$ cat src/rtl/f_accumulator_pkg.sv
// Shared single-precision float definitions for the multiply/accumulate datapath.
// Holds field widths, bias, canonical special encodings and the sequencer states.
package f_accumulator_pkg;

  localparam int FLOAT_32_EXP_W = 8;
  localparam int FLOAT_32_MAN_W = 23;
  localparam int FLOAT_32_BIAS  = 127;

  localparam logic [31:0] QNAN    = 32'h7FC00000;
  localparam logic [31:0] POS_INF = 32'h7F800000;

  typedef enum logic [2:0] {
    IDLE,
    ALIGN,
    ADD,
    NORM,
    ROUND,
    DONE
  } state_t;

endpackage

$ cat src/rtl/f_lzc.sv
// Leading-zero counter; returns W when the input is all zeros.
module f_lzc #(
  parameter int W = 28
) (
  input  logic [W-1:0]           din,
  output logic [$clog2(W+1)-1:0] cnt
);

  localparam int CW = $clog2(W + 1);

  // The highest set bit is visited last, so it decides the count.
  always_comb begin
    cnt = CW'(W);
    for (int i = 0; i < W; i++) begin
      if (din[i]) cnt = CW'(W - 1 - i);
    end
  end

endmodule

$ cat src/rtl/f_accumulator.sv
// Single-precision running-sum accumulator fed by the multiplier product stream.
// Each operand is folded into the total over ALIGN/ADD/NORM/ROUND; in_last presents the sum.
module f_accumulator
  import f_accumulator_pkg::*;
#(
  parameter int EXP_W = FLOAT_32_EXP_W,
  parameter int MAN_W = FLOAT_32_MAN_W,
  parameter int BIAS  = FLOAT_32_BIAS
) (
  input  logic                   clk,
  input  logic                   rstn,
  input  logic                   in_valid,
  output logic                   in_ready,
  input  logic [EXP_W+MAN_W:0]   in_data,
  input  logic                   in_last,
  output logic                   out_valid,
  input  logic                   out_ready,
  output logic [EXP_W+MAN_W:0]   out_data
);

  localparam int W  = 1 + EXP_W + MAN_W;
  localparam int MW = MAN_W + 4;   // hidden + mantissa + guard/round/sticky
  localparam int SW = MAN_W + 5;   // adder result with carry
  localparam int EW = EXP_W + 2;   // signed exponent with headroom
  localparam int CW = $clog2(SW + 1);
  localparam logic signed [EW-1:0] EONE    = EW'(1);
  localparam logic signed [EW-1:0] EXP_MAX = EW'(2 * BIAS + 1);
  localparam logic [W-1:0] QNAN_W = {1'b0, {EXP_W{1'b1}}, 1'b1, {(MAN_W-1){1'b0}}};

  state_t state, state_nx;
  logic [W-1:0] acc, opnd;
  logic         last_q;

  function automatic logic [W-1:0] round_pack(input logic sgn,
                                               input logic signed [EW-1:0] ex,
                                               input logic [MW-1:0] man);
    logic                    up;
    logic [MAN_W+1:0]        m;
    logic signed [EW-1:0]    e;
    up = man[2] & (man[1] | man[0] | man[3]);
    m  = {1'b0, man[MW-1:3]} + {{(MAN_W+1){1'b0}}, up};
    e  = ex;
    if (m[MAN_W+1]) begin
      m = m >> 1;
      e = e + EONE;
    end
    if (e >= EXP_MAX) round_pack = {sgn, {EXP_W{1'b1}}, {MAN_W{1'b0}}};
    else              round_pack = {sgn, e[EXP_W-1:0], m[MAN_W-1:0]};
  endfunction

  // ALIGN: unpack, flush subnormals, order by magnitude, shift the smaller operand
  logic [EXP_W-1:0] ea, eb, e_big, e_small, d;
  logic [MAN_W-1:0] fa, fb;
  logic [W-2:0]     mag_a, mag_b;
  logic [MW-1:0]    ma, mb, m_big, m_small, m_algn;
  logic             a_nan, b_nan, a_inf, b_inf, swap, sgn_big, sub_c, spc_c;
  logic [W-1:0]     spcv_c;

  always_comb begin
    ea      = acc[W-2:MAN_W];
    fa      = acc[MAN_W-1:0];
    eb      = opnd[W-2:MAN_W];
    fb      = opnd[MAN_W-1:0];
    a_nan   = (&ea) && (|fa);
    b_nan   = (&eb) && (|fb);
    a_inf   = (&ea) && !(|fa);
    b_inf   = (&eb) && !(|fb);
    mag_a   = (ea == '0) ? '0 : acc[W-2:0];
    mag_b   = (eb == '0) ? '0 : opnd[W-2:0];
    ma      = (ea == '0) ? '0 : {1'b1, fa, 3'b000};
    mb      = (eb == '0) ? '0 : {1'b1, fb, 3'b000};
    swap    = mag_b > mag_a;
    e_big   = swap ? eb : ea;
    e_small = swap ? ea : eb;
    m_big   = swap ? mb : ma;
    m_small = swap ? ma : mb;
    sgn_big = swap ? opnd[W-1] : acc[W-1];
    sub_c   = acc[W-1] ^ opnd[W-1];
    d       = e_big - e_small;
    if (d >= EXP_W'(MW - 1))
      m_algn = {{(MW-1){1'b0}}, |m_small};
    else
      m_algn = (m_small >> d) |
               {{(MW-1){1'b0}}, |(m_small & ~({MW{1'b1}} << d))};
    spc_c  = 1'b0;
    spcv_c = QNAN_W;
    if (a_nan || b_nan || (a_inf && b_inf && sub_c)) begin
      spc_c = 1'b1;
    end else if (a_inf) begin
      spc_c  = 1'b1;
      spcv_c = acc;
    end else if (b_inf) begin
      spc_c  = 1'b1;
      spcv_c = opnd;
    end
  end

  logic                 sgn_p0, sub_p0, spc_p0;
  logic signed [EW-1:0] exp_p0;
  logic [MW-1:0]        ma_p0, mb_p0;
  logic [W-1:0]         spcv_p0;

  // ADD -> NORM
  logic                 sgn_p1, spc_p1;
  logic signed [EW-1:0] exp_p1;
  logic [SW-1:0]        sum_p1;
  logic [W-1:0]         spcv_p1;

  // NORM: renormalise the raw sum
  logic [CW-1:0]        lz;
  logic                 sgn_n, zero_n;
  logic signed [EW-1:0] exp_n;
  logic [MW-1:0]        man_n;

  f_lzc #(.W(SW)) u_lzc (
    .din (sum_p1),
    .cnt (lz)
  );

  always_comb begin
    sgn_n  = sgn_p1;
    exp_n  = exp_p1;
    man_n  = '0;
    zero_n = 1'b0;
    if (sum_p1[SW-1]) begin
      man_n = {sum_p1[SW-1:2], |sum_p1[1:0]};
      exp_n = exp_p1 + EONE;
    end else if (sum_p1 == '0) begin
      zero_n = 1'b1;
      sgn_n  = 1'b0;
    end else begin
      man_n = MW'(sum_p1 << (lz - CW'(1)));
      exp_n = exp_p1 - $signed(EW'(lz)) + EONE;
      if (exp_n[EW-1] || exp_n == '0) zero_n = 1'b1;
    end
  end

  // NORM -> ROUND
  logic                 sgn_p2, zero_p2, spc_p2;
  logic signed [EW-1:0] exp_p2;
  logic [MW-1:0]        man_p2;
  logic [W-1:0]         spcv_p2;

  always_ff @(posedge clk) begin
    if (state == IDLE && in_valid) begin
      opnd   <= in_data;
      last_q <= in_last;
    end
    sgn_p0  <= sgn_big;
    sub_p0  <= sub_c;
    exp_p0  <= $signed({2'b00, e_big});
    ma_p0   <= m_big;
    mb_p0   <= m_algn;
    spc_p0  <= spc_c;
    spcv_p0 <= spcv_c;
    sgn_p1  <= sgn_p0;
    exp_p1  <= exp_p0;
    sum_p1  <= sub_p0 ? ({1'b0, ma_p0} - {1'b0, mb_p0}) : ({1'b0, ma_p0} + {1'b0, mb_p0});
    spc_p1  <= spc_p0;
    spcv_p1 <= spcv_p0;
    sgn_p2  <= sgn_n;
    exp_p2  <= exp_n;
    man_p2  <= man_n;
    zero_p2 <= zero_n;
    spc_p2  <= spc_p1;
    spcv_p2 <= spcv_p1;
  end

  // ROUND: commit to the accumulator; the handshake in DONE clears it
  always_ff @(posedge clk or negedge rstn) begin
    if (!rstn) begin
      acc <= '0;
    end else if (state == ROUND) begin
      acc <= spc_p2  ? spcv_p2 :
             zero_p2 ? {sgn_p2, {(W-1){1'b0}}} :
                       round_pack(sgn_p2, exp_p2, man_p2);
    end else if (state == DONE && out_ready) begin
      acc <= '0;
    end
  end

  always_ff @(posedge clk or negedge rstn) begin
    if (!rstn) state <= IDLE;
    else       state <= state_nx;
  end

  always_comb begin
    state_nx = state;
    case (state)
      IDLE:    if (in_valid) state_nx = ALIGN;
      ALIGN:   state_nx = ADD;
      ADD:     state_nx = NORM;
      NORM:    state_nx = ROUND;
      ROUND:   state_nx = last_q ? DONE : IDLE;
      DONE:    if (out_ready) state_nx = IDLE;
      default: state_nx = IDLE;
    endcase
  end

  assign in_ready  = (state == IDLE);
  assign out_valid = (state == DONE);
  assign out_data  = out_valid ? acc : '0;

endmodule

$ cat config.mk
export PLATFORM = sky130hd
export DESIGN_NAME = f_accumulator
export DESIGN_NICKNAME = d
export VERILOG_FILES = /design/src/rtl/f_accumulator_pkg.sv /design/src/rtl/f_lzc.sv /design/src/rtl/f_accumulator.sv
export SDC_FILE = /design/constraint.sdc
export NUM_CORES = 1
export LEC_CHECK = 0
export ABC_CLOCK_PERIOD_IN_PS = 9000
export CORE_MARGIN = 10
export CORE_UTILIZATION = 55
export DETAILED_ROUTE_END_ITERATION = 8
export PLACE_DENSITY = 0.74
export SLEW_MARGIN = 40
export SYNTH_ARGS = -nofsm -noshare
export SYNTH_HDL_FRONTEND = slang
export SYNTH_SLANG_ARGS = --single-unit
$ cat constraint.sdc
create_clock -name clk -period 9 [get_ports clk]
set_input_delay 2.7 -clock clk [delete_from_list [all_inputs] [get_ports clk]]
set_output_delay 2.7 -clock clk [all_outputs]
set_load 0.005 [all_outputs]
Yosys cells after proc, flatten, opt, wreduce, memory -nomap -nowiden --
Index checks and enable logic that the tools add are counted.
Word-level totals: flip-flop bits (word level) 307, input bits 37, output and inout port bits 34, word-level logic and storage cells 144
Cells by class: add/subtract/negate cells 9, magnitude comparators 3, equality and inequality tests 7, shift-type cells 3, mux-type cells 63, bitwise logic cells 7, reduce and logical (&&, ||, !) cells 28
Operators by type and width (number):
- 2-to-1 mux 32 bit | 6
- 2-to-1 mux 27 bit | 5
- 2-to-1 mux 31 bit | 4
- 2-to-1 mux 5 bit | 16
- OR reduction 27 bit | 2
- OR reduction 23 bit | 2
- 2-to-1 mux 10 bit | 4
- 2-to-1 mux 4 bit | 8
- > comparator 31 bit | 1
- adder 27 x 27 -> 28 bit | 1
- zero test 28 bit | 1
- 2-to-1 mux 28 bit | 1
- << shifter 28 x 5 -> 27 bit | 1
- subtractor 27 x 27 -> 28 bit | 1
- AND 27 bit | 1
- NOT 27 bit | 1
- OR 27 x 1 -> 27 bit | 1
- << shifter 27 x 8 -> 27 bit, first input constant | 1
- right shift 27 x 8 -> 27 bit | 1
- 2-to-1 mux 26 bit | 1
- adder 24 x 1 -> 25 bit | 1
- 2-to-1 mux 23 bit | 1
- 2-to-1 mux 3 bit | 7
- one-hot mux 3 bit (6 select lines) | 1
- 28 further kinds | 51

Longest topological paths before layout --
Gate-level depths: netlist of run 1.
depth in word-level cells 34, depth in mapped cells 32, gate-level depth less buffers 25

Modules after synthesis --
From an unflattened synthesis of run 1, not the netlist that was laid out.
Second synthesis, totals: cells, all modules 2004, area, all modules 16796.1 um2
Modules (own cells, without submodules):
- f_accumulator | instances 1, cells each 1944, area each 16459.5 um2, seq. area each 6591.3 um2
- f_lzc | instances 1, cells each 60, area each 336.6 um2, seq. area each 0.0 um2

Worst setup path before layout of run 1 --
Ideal clock, no wire load.
path type reg2reg, from register acc[27], to register mb_p0[0], library setup time 0.137 ns, arrival time 6.238 ns, required time 8.863 ns, setup slack 2.625 ns, stages on the path, launching flop included 32, buffers on the path 7, period minus slack after synthesis 6.375 ns, cells stage by stage dfrtp_1 -> clkbuf_1 -> nor4_1 -> nand2_1 -> clkbuf_1 -> clkbuf_1 -> nand2_1 -> ha_1 -> nand4_1 -> nor3_1 -> o31ai_2 -> a31oi_4 -> o21a_1 -> buf_2 -> buf_2 -> buf_1 -> nor2_1 -> a22oi_1 -> ha_1 -> nor2_1 -> maj3_1 -> a211oi_1 -> a21oi_1 -> o211ai_1 -> a221oi_1 -> or3_1 -> and4_1 -> buf_2 -> nand3_1 -> o221ai_1 -> a2111oi_2 -> a32oi_1
Between the ends: cells in the longest elaborated chain, start to end 11, elaborated cells between the ends (all ways) 17, classes of those cells add/sub (1); order compare (2); shift (2); mux (6); bitwise (3); reduce/logical (3)
RTL lines:
- start, declared | RTL line f_accumulator.sv:31 | logic [W-1:0] acc, opnd;
- start signal, assigned | RTL line f_accumulator.sv:174 | acc <= spc_p2 ? spcv_p2 :
- zero test 8 bit | RTL line f_accumulator.sv:68, f_accumulator.sv:70
- 2-to-1 mux 31 bit | RTL line f_accumulator.sv:68 | mag_a = (ea == '0) ? '0 : acc[W-2:0];
- > comparator 31 bit | RTL line f_accumulator.sv:72 | swap = mag_b > mag_a;
- 2-to-1 mux 8 bit (on tied branches) | RTL line f_accumulator.sv:73, f_accumulator.sv:74
- subtractor 8 bit | RTL line f_accumulator.sv:79 | d = e_big - e_small;
- << shifter 27 x 8 -> 27 bit | RTL line f_accumulator.sv:84 | {{(MW-1){1'b0}}, |(m_small & ~({MW{1'b1}} << d))};
- NOT 27 bit | RTL line f_accumulator.sv:84
- AND 27 bit | RTL line f_accumulator.sv:84
- OR reduction 27 bit | RTL line f_accumulator.sv:84
- OR 27 x 1 -> 27 bit | RTL line f_accumulator.sv:83 | m_algn = (m_small >> d) |
- 2-to-1 mux 1 bit * | RTL line f_accumulator.sv:80 | if (d >= EXP_W'(MW - 1))
- net m_algn[0] | RTL line f_accumulator.sv:55 | logic [MW-1:0] ma, mb, m_big, m_small, m_algn;
- end signal, assigned | RTL line f_accumulator.sv:153 | mb_p0 <= m_algn;
- end, declared | RTL line f_accumulator.sv:100 | logic [MW-1:0] ma_p0, mb_p0;
Mark *: on every way through the listed nets, which the timed path passes. The rest lies on a longest branch. A chain may end at the register's enable or synchronous reset.

Final worst setup path of run 1 --
Same ends and word-level chain as after synthesis.

==> results of run 1 <==
[worst paths after layout]
| path | end | depth (start not counted) |
|---|---|---|
| worst min-delay path | spcv_p1[25] | 0 |
| worst min register to register | spcv_p1[25] | 0 |
| worst max-delay path | mb_p0[0] | 24 |
| worst max register to register | mb_p0[0] | 24 |
| min in group asynchronous | acc[28] | 2 |
| max in group asynchronous | state[0] | 2 |
[layout make-up]
class | count | area, µm² | share of cell area, %
multi-input cells | 1515 | 9970 | 51.7
flip-flops and latches | 304 | 6590 | 34.2
repair buffers | 95 | 888 | 4.61
clock buffers | 40 | 870 | 4.51
well taps | 396 | 495 | 2.57
inverters | 64 | 240 | 1.25
clock inverters | 18 | 231 | 1.20
diodes | 1 | 2.50 | 0.0130
[synth_stat cells (10+ instances only)]
cell type                  count
sky130_fd_sc_hd__o211ai_1     21
sky130_fd_sc_hd__a211oi_1     20
sky130_fd_sc_hd__a21oi_1     102
sky130_fd_sc_hd__xor2_1       37
sky130_fd_sc_hd__edfxtp_1     33
sky130_fd_sc_hd__o31ai_1      11
sky130_fd_sc_hd__xnor2_1      63
sky130_fd_sc_hd__and3_1       50
sky130_fd_sc_hd__o21ai_0     137
sky130_fd_sc_hd__a22oi_1      28
sky130_fd_sc_hd__or3_1        12
sky130_fd_sc_hd__nand2_1     248
sky130_fd_sc_hd__nand3_1      45
sky130_fd_sc_hd__dfxtp_1     236
sky130_fd_sc_hd__ha_1         67
sky130_fd_sc_hd__nor4_1       31
sky130_fd_sc_hd__o21a_1       14
sky130_fd_sc_hd__mux2_2       16
sky130_fd_sc_hd__nor3_1       67
sky130_fd_sc_hd__dfrtp_1      35
sky130_fd_sc_hd__nand2b_1     13
sky130_fd_sc_hd__clkbuf_1     79
sky130_fd_sc_hd__mux2i_1      77
sky130_fd_sc_hd__inv_1        62
sky130_fd_sc_hd__mux4_2       19
sky130_fd_sc_hd__nand4_1      16
sky130_fd_sc_hd__and2_1       15
sky130_fd_sc_hd__nor2_1      166
sky130_fd_sc_hd__buf_2        21
sky130_fd_sc_hd__o21bai_1     10
sky130_fd_sc_hd__nor2b_1      20
sky130_fd_sc_hd__a31oi_1      20
[per-stage QoR]
step                      hold WS, ns  instances  area, µm²
final                           0.323       2433      19300
after global routing            0.330       2432      19300
after CTS                       0.325       2432      19300
after detailed placement        0.312       2374      18200
after global placement          0.310       2374      18200
after floorplan                 0.310       1995      17200
[metal layers]
layer,vias to the layer above,global-route usage [%]
li1,7184,-
met5,-,0
met4,0,9.16
met2,673,39.6
met3,110,5.93
met1,7125,34.6
[state kept, by name, summed over array words and instances (netlist names), 3 cells and up]
signal,cells
exp_p0,8
spcv_p0,32
mb_p0,27
state,3
spcv_p1,32
acc,32
opnd,32
man_p2,27
exp_p1,8
spcv_p2,32
ma_p0,24
exp_p2,10
sum_p1,28
[cell families (layout without fill, tap and decap cells)]
group           Yosys count  in the layout
compound gates          481            481
other cells               2             31
xor+xnor                101            101
fa+ha+maj                69             69
mux                     113            113
flops                   304            304
buf+inv                 176            217
simple gates            721            721
[worst max-delay path: stages, from the launching register on]
cell,delay [ns]
sky130_fd_sc_hd__dfrtp_1,0.51
sky130_fd_sc_hd__nor4_1,0.39
sky130_fd_sc_hd__nand2_1,0.58
sky130_fd_sc_hd__buf_4,0.38
sky130_fd_sc_hd__nand2_1,0.16
sky130_fd_sc_hd__ha_1,0.16
sky130_fd_sc_hd__nand4_1,0.11
sky130_fd_sc_hd__nor3_1,0.37
sky130_fd_sc_hd__nand4_1,0.54
sky130_fd_sc_hd__o21a_2,0.33
sky130_fd_sc_hd__nor2_1,0.09
sky130_fd_sc_hd__a22oi_1,0.10
sky130_fd_sc_hd__ha_1,0.28
sky130_fd_sc_hd__nor2_1,0.15
sky130_fd_sc_hd__maj3_1,0.21
sky130_fd_sc_hd__o22ai_1,0.09
sky130_fd_sc_hd__a21oi_1,0.22
sky130_fd_sc_hd__o211ai_1,0.16
sky130_fd_sc_hd__a221oi_1,0.35
sky130_fd_sc_hd__or3_1,0.18
sky130_fd_sc_hd__nand4_1,0.68
sky130_fd_sc_hd__o32ai_1,0.56
sky130_fd_sc_hd__o221ai_1,0.20
sky130_fd_sc_hd__a2111oi_2,0.31
sky130_fd_sc_hd__a32oi_1,0.15
==> results.md, run 1 <==
- In the global route stage, overall resource usage came out at 25.7%.
- The remaining antenna violation count after routing is 0.
- TritonCTS built the clock tree.
- The I/O pin count is 71.
- The simple-gate portion of the synthesized area is 20.0%.
- The final critical-path required period is 7.42 ns.
- The number of violations reported at the end of detailed-routing iteration 0 is 1610.
- The uppermost layer routed is met4.
- The top cell type by area accounts for 27.7% of the synthesized area.
- After detailed routing, the number of remaining DRC violations is 0.
- Of all flip-flops after synthesis, the portion carrying an async set or reset was 11.5%.
- The number of hold violations in the final report came to 0.
- The sequential fraction of the synthesis area is 38.6%.
- From bottom edge to top edge, the die measures 196 µm.
- The maximum number of buffers from clock root to sink is 3.
- The layout-stage area growth over the synthesis result is 12.9%.
- The HPWL reported at the end of detailed placement is 39300 µm.
- Dividing the final minimum period by the clock period gives 82.4%.
- The combinational family with the most area after synthesis is simple AND/OR/NAND/NOR gates.
- In the layout the commonest cells are 247 x sky130_fd_sc_hd__nand2_1, 236 x sky130_fd_sc_hd__dfxtp_1, 163 x sky130_fd_sc_hd__nor2_1.
- After synthesis, the share of cell area in mux cells is 8.21%.
- The number of antenna violations at the first check in global routing was 3.
- Detailed routing placed a total of 22600 µm of wire on met2.
- The type of element launching the critical path is a flip-flop.
- The most critical setup path has its startpoint at acc[27].
- The site row count is 64.
- The accumulated negative setup slack is 0 ns.
- The fraction of the mapped netlist area in adder cells is 5.08%.
- Detailed routing placed a total of 4590 µm of wire on met3.
- The xor/xnor cell area share of the yosys netlist is 5.22%.
- The critical path is of the flip-flop to flip-flop type.
- The number of pins exceeding their max-slew limit in the final report is 0.
- At the end of the flow, the number of nets in the layout was 2116.
- Once routing completed, OpenROAD measured the worst setup slack at 1.58 ns.
- For the pin with the worst max-slew slack, the measured transition is 0.919 ns.
- For this block, the via count after detailed routing is 15100.
- The number of global-route vias before repair came to 14300.
- Clock-pin slew was measured on the worst setup and hold paths at 0.07 ns.
- The flow ran to the end, and the final reports show no timing, DRC or antenna violations.
- Setup violations remaining at the end of the flow were counted as 0.
- Once layout is complete, the utilization of the core stands at 63.0%.
- The dominant register cell in the synthesized netlist is sky130_fd_sc_hd__dfxtp_1.
- The sink count of the clock tree is 304.
- The number of flops mapped to enable cells by yosys is 33.
- On the final layout, the worst clock skew is 0.0138 ns.
- The core region is 30600 µm².
- Setup repair after global routing left no endpoint under its margin.
- The worst pin sits at a relative slew slack of 38.1%.
- The global route total overflow is 0.
- At the later pin of the worst-skew pair, clock insertion delay measures 0.57 ns.
- The arrival time reported for the critical path endpoint is 7.85 ns.
- The fraction of layout cells with a size suffix above 1 is 7.81%.
- The fmax is 135 MHz.
- The detailed-route wire length on metal 1 is 22600 µm.
- The routed wire length is 51700 µm.
- In this run the register-to-register setup slack is 1.58 ns.
- In this run, distinct cell masters in the synthesized netlist total 102.
- The largest net degree at the start of global routing is 87.
- The tool flagged a number of max-cap violations equal to 0.
- In this run the worst path has a maximum fanout of 23.
- Yosys printed 0 warnings.
- At the placement stage, the worst setup path has a slack of 1.80 ns.
- The top cell type by total area after synthesis is sky130_fd_sc_hd__dfxtp_1.
- The width of the die is 196 µm.
- The area fraction in compound gates after synthesis is 18.7%.
- In this run, post-CTS hold repair placed 0 buffers.
- The startpoint identified for the worst register-to-register timing path is acc[27].
- Leaving out fill and tap cells, the most frequent cell in the layout is sky130_fd_sc_hd__nand2_1.
- The first-pass iteration count of the detailed router is 6.
- The critical path endpoint category is a flip-flop.
- The first global-routing pass estimated 80300 µm of wire.
- The class of the tightest hold or removal check is flip-flop to flip-flop.
- The summed instance area of the synthesized netlist is 17100 µm².
- After clock tree synthesis, the setup repair step added 0 buffers.
- Once the clock tree was built, the resizer swapped 0 gates to a different size.
- For the worst setup path, the data required time is 9.43 ns.
- In this run the number of H-tree levels came out at 1.
- In the routed layout, each cell is associated on average with a via count of 6.20.
- The die covers 38500 µm².
- Counting the fill cells in the layout gives 2686.
- The per-cell routed wire length is 21.2 µm.
- The post-synthesis cell count is 1967.
- In this run the tool buffered the top-level ports with 70 buffer cells.
- By area the synthesized netlist is led by sky130_fd_sc_hd__dfxtp_1 28%, sky130_fd_sc_hd__edfxtp_1 5.8%, sky130_fd_sc_hd__nand2_1 5.5%.
- The mean cell area of the mapped netlist is 8.68 µm².
- The number of buffers created by CTS is 31.
- The post-synthesis sequential element count is 304.
- The cell at the root of the clock tree is sky130_fd_sc_hd__clkbuf_16.
- Routability-driven placement finished with a final weighted congestion of 0.974.
- The launch point of the worst hold path is spcv_p0[25].
- The initial utilization of the core area, before any placement, comes to 55.8%.
Power of run 1 is left out: the tool's default activity adds up to more than one toggle a clock period on the data nets, which glitch-free logic cannot reach.
==> run 2, diff against run 1 <==
--- a/config.mk
+++ b/config.mk
@@ -5,7 +5,7 @@
 export SDC_FILE = /design/constraint.sdc
 export NUM_CORES = 1
 export LEC_CHECK = 0
-export ABC_CLOCK_PERIOD_IN_PS = 9000
+export ABC_CLOCK_PERIOD_IN_PS = 7290
 export CORE_MARGIN = 10
 export CORE_UTILIZATION = 55
 export DETAILED_ROUTE_END_ITERATION = 8
==> constraint.sdc (replaced) <==
create_clock -name clk -period 7.29 [get_ports clk]
set_input_delay 2.187 -clock clk [delete_from_list [all_inputs] [get_ports clk]]
set_output_delay 2.187 -clock clk [all_outputs]
set_load 0.005 [all_outputs]
==> run 2 against run 1 <==
Net effect:
- first-iteration DRC count is 11% higher
- cell area increased by 0.60%
- via count grew 1.1%
- setup slack got worse by 0.70 ns
- non-clock buffer count grew 16
- critical path type unchanged
- sequential share of layout area decreased by 0.20 points
==> results.md, run 2 (synthesis gave the netlist of run 1 again) <==
- The CTS tree is built.
- The total via count in the routed design was 15300 (+1.1%).
- The number of buffers created by CTS is 31 (unchanged).
- The most common cell after layout, fill and taps aside is sky130_fd_sc_hd__nand2_1.
- The worst setup skew after layout is 0.0105 ns (-0.00328 ns).
- The site row count came to 64 (unchanged).
- The worst register-to-register path begins at opnd[24].
- The cell that appears most often on the critical path is sky130_fd_sc_hd__nor2_1.
- The fmax is 156 MHz (+16%).
- The relative slew slack is 44.3% (+6.3 points).
- The origin of the worst setup path is opnd[24].
- The I/O pin count is 71 (unchanged).
- The number of buffers added on ports is 70 (unchanged).
- The library cells used most frequently in the layout, excluding fill and tap cells, are 248 x sky130_fd_sc_hd__nand2_1, 235 x sky130_fd_sc_hd__dfxtp_1, 163 x sky130_fd_sc_hd__nor2_1.
- The number of nets in the finished design was 2132 (+0.76%).
- The per-cell routed wire length is 21.5 µm (+1.2%).
- The effective utilization at floorplan came to 55.8% (unchanged).
- The sink count of the clock tree was 304 (unchanged).
- The number of instances resized during post-cts repair is 0 (unchanged).
- The largest stage delay on the critical path is 0.58 ns (-0.10 ns).
- The fraction of layout cells with a size suffix above 1 came to 8.34% (+0.53 points).
- The setup-violating endpoint count in the final report is 0 (unchanged).
- The layout-stage area growth over the synthesis result is 13.6%.
- The slack of the worst reg-to-reg path is 0.88 ns (-0.70 ns).
- The number of hold buffers added after cts came to 0 (unchanged).
- The arrival time reported for the critical path endpoint is 6.86 ns (-0.99 ns).
- The instance count on the critical path is 27 (+13%).
- The final critical-path required period came to 6.41 ns (-1.01 ns).
- Grouping stages by cell kind, the critical path spends the most delay in compound AO/OA/AOI/OAI gates.
- The placer congestion estimate is 0.981 (+0.67%).
- The number of vias per cell after detailed routing is 6.23 (+0.49%).
- The number of violations reported at the end of detailed-routing iteration 0 is 1795 (+11%).
- The hold path depth is 0 (unchanged).
- The number of H-tree levels is 1 (unchanged).
- The remaining antenna violation count after routing is 0 (unchanged).
- The die area is 38500 µm² (unchanged).
- The critical path buffer and inverter count is 3 (+2).
- The cell depth of the worst flop-to-flop path is 27 (+13%).
- The largest driver fanout on the critical path is 30 (+30%).
- For this design, the slowest cell found on the critical path is sky130_fd_sc_hd__or4_1.
- The global-route wire length before repair is 81700 µm (+1.7%).
- The final cell utilization of the core is 63.4% (+0.38 points).
- The clock input transition at the sequential cells of the worst setup and hold paths was 0.06 ns (about the same).
- The count of maximum capacitance violations was 0 (unchanged).
- The worst setup path endpoint is mb_p0[2].
- The final clock period utilization by the worst path is 87.9% (+5.5 points).
- STA classifies the critical path endpoint as a flip-flop.
- The core outline area was 30600 µm² (unchanged).
- CTS placed an instance of sky130_fd_sc_hd__clkbuf_16 at the clock tree root.
- The smallest hold slack is 0.317 ns (-0.00533 ns).
- The count of unresolved DRC violations after routing is 0 (unchanged).
- The transition time of the tightest slew-check pin is 0.826 ns (-0.0929 ns).
- The class of the tightest hold or removal check is flip-flop to flip-flop.
- The routed wire length is 52600 µm (+1.8%).
- The type of element launching the critical path is a flip-flop.
- The required time at the worst-slack endpoint came to 7.74 ns (-1.69 ns).
- The largest net degree at the start of global routing was 74 (-15%).
- The height of the die is 196 µm (unchanged).
- Setup repair after global routing left no endpoint under its margin.
- The global route total overflow is 0 (unchanged).
- The run finished with clean final reports.
- The number of global-route vias before repair came to 14300 (-0.11%).
- The number of pins exceeding their max-slew limit in the final report came to 0 (unchanged).
- The post-CTS setup-driven buffer insertion count is 0 (unchanged).
- The later-pin clock latency in the skew report came to 0.55 ns (-0.02 ns).
- The first-pass iteration count of the detailed router was 5 (-1).
- The number of antenna violations at the first check in global routing was 3 (unchanged).
- The accumulated negative setup slack came to 0 ns (unchanged).
- By startpoint and endpoint, the worst setup path is classified as flip-flop to flip-flop.
- The number of hold violations in the final report was 0 (unchanged).
- The slack of the critical path is 0.884 ns (-0.701 ns).
- The HPWL reported at the end of detailed placement is 40100 µm (+2.0%).
- The total routing usage reported by global routing is 26.4% (+0.65 points).
- The endpoint of the lowest-slack register-to-register path is mb_p0[2].
- The maximum number of buffers from clock root to sink is 3 (unchanged).
- The post-placement worst setup slack is 0.991 ns (-0.808 ns).
- The width of the die was 196 µm (unchanged).
## run 2: area by class of cell
cell class | count | area (µm²)
diodes | 1 | 2.50
clock buffers | 42 | 890
clock inverters | 15 | 198
fillers | 2587 | 11200
inverters | 64 | 240
multi-input cells | 1515 | 9950
flip-flops and latches | 304 | 6590
well taps | 396 | 495
repair buffers | 111 | 1030
## run 2: metrics by stage
stage / cell area, µm² / instances
3_5_place_dp: 18300 / 2389
6_report: 19400 / 2448
4_1_cts: 19400 / 2446
5_1_grt: 19400 / 2447
2_1_floorplan: 17200 / 1995
3_3_place_gp: 18300 / 2389
## run 2: worst min-delay path by stage
| stage | from | endpoint | slack (ns) |
|---|---|---|---|
| 2_1_floorplan | exp_p0[0] | exp_p1[0] | 0.31 |
| 3_3_place_gp | spcv_p1[21] | spcv_p2[21] | 0.31 |
| 3_5_place_dp | exp_p0[1] | exp_p1[1] | 0.31 |
| 4_1_cts | spcv_p1[18] | spcv_p2[18] | 0.32 |
| 5_1_grt | spcv_p1[18] | spcv_p2[18] | 0.32 |
| 6_report | spcv_p1[18] | spcv_p2[18] | 0.32 |
## run 2: layer usage
metal	GRT usage, %	part of all wire (%)	up-vias
met5	0	0.046	-
li1	-	-	7221
met3	4.50	8.1	111
met2	41.3	45	692
met1	36.1	43	7231
met4	8.77	3.3	4
Power of run 2 is left out for the same reason.
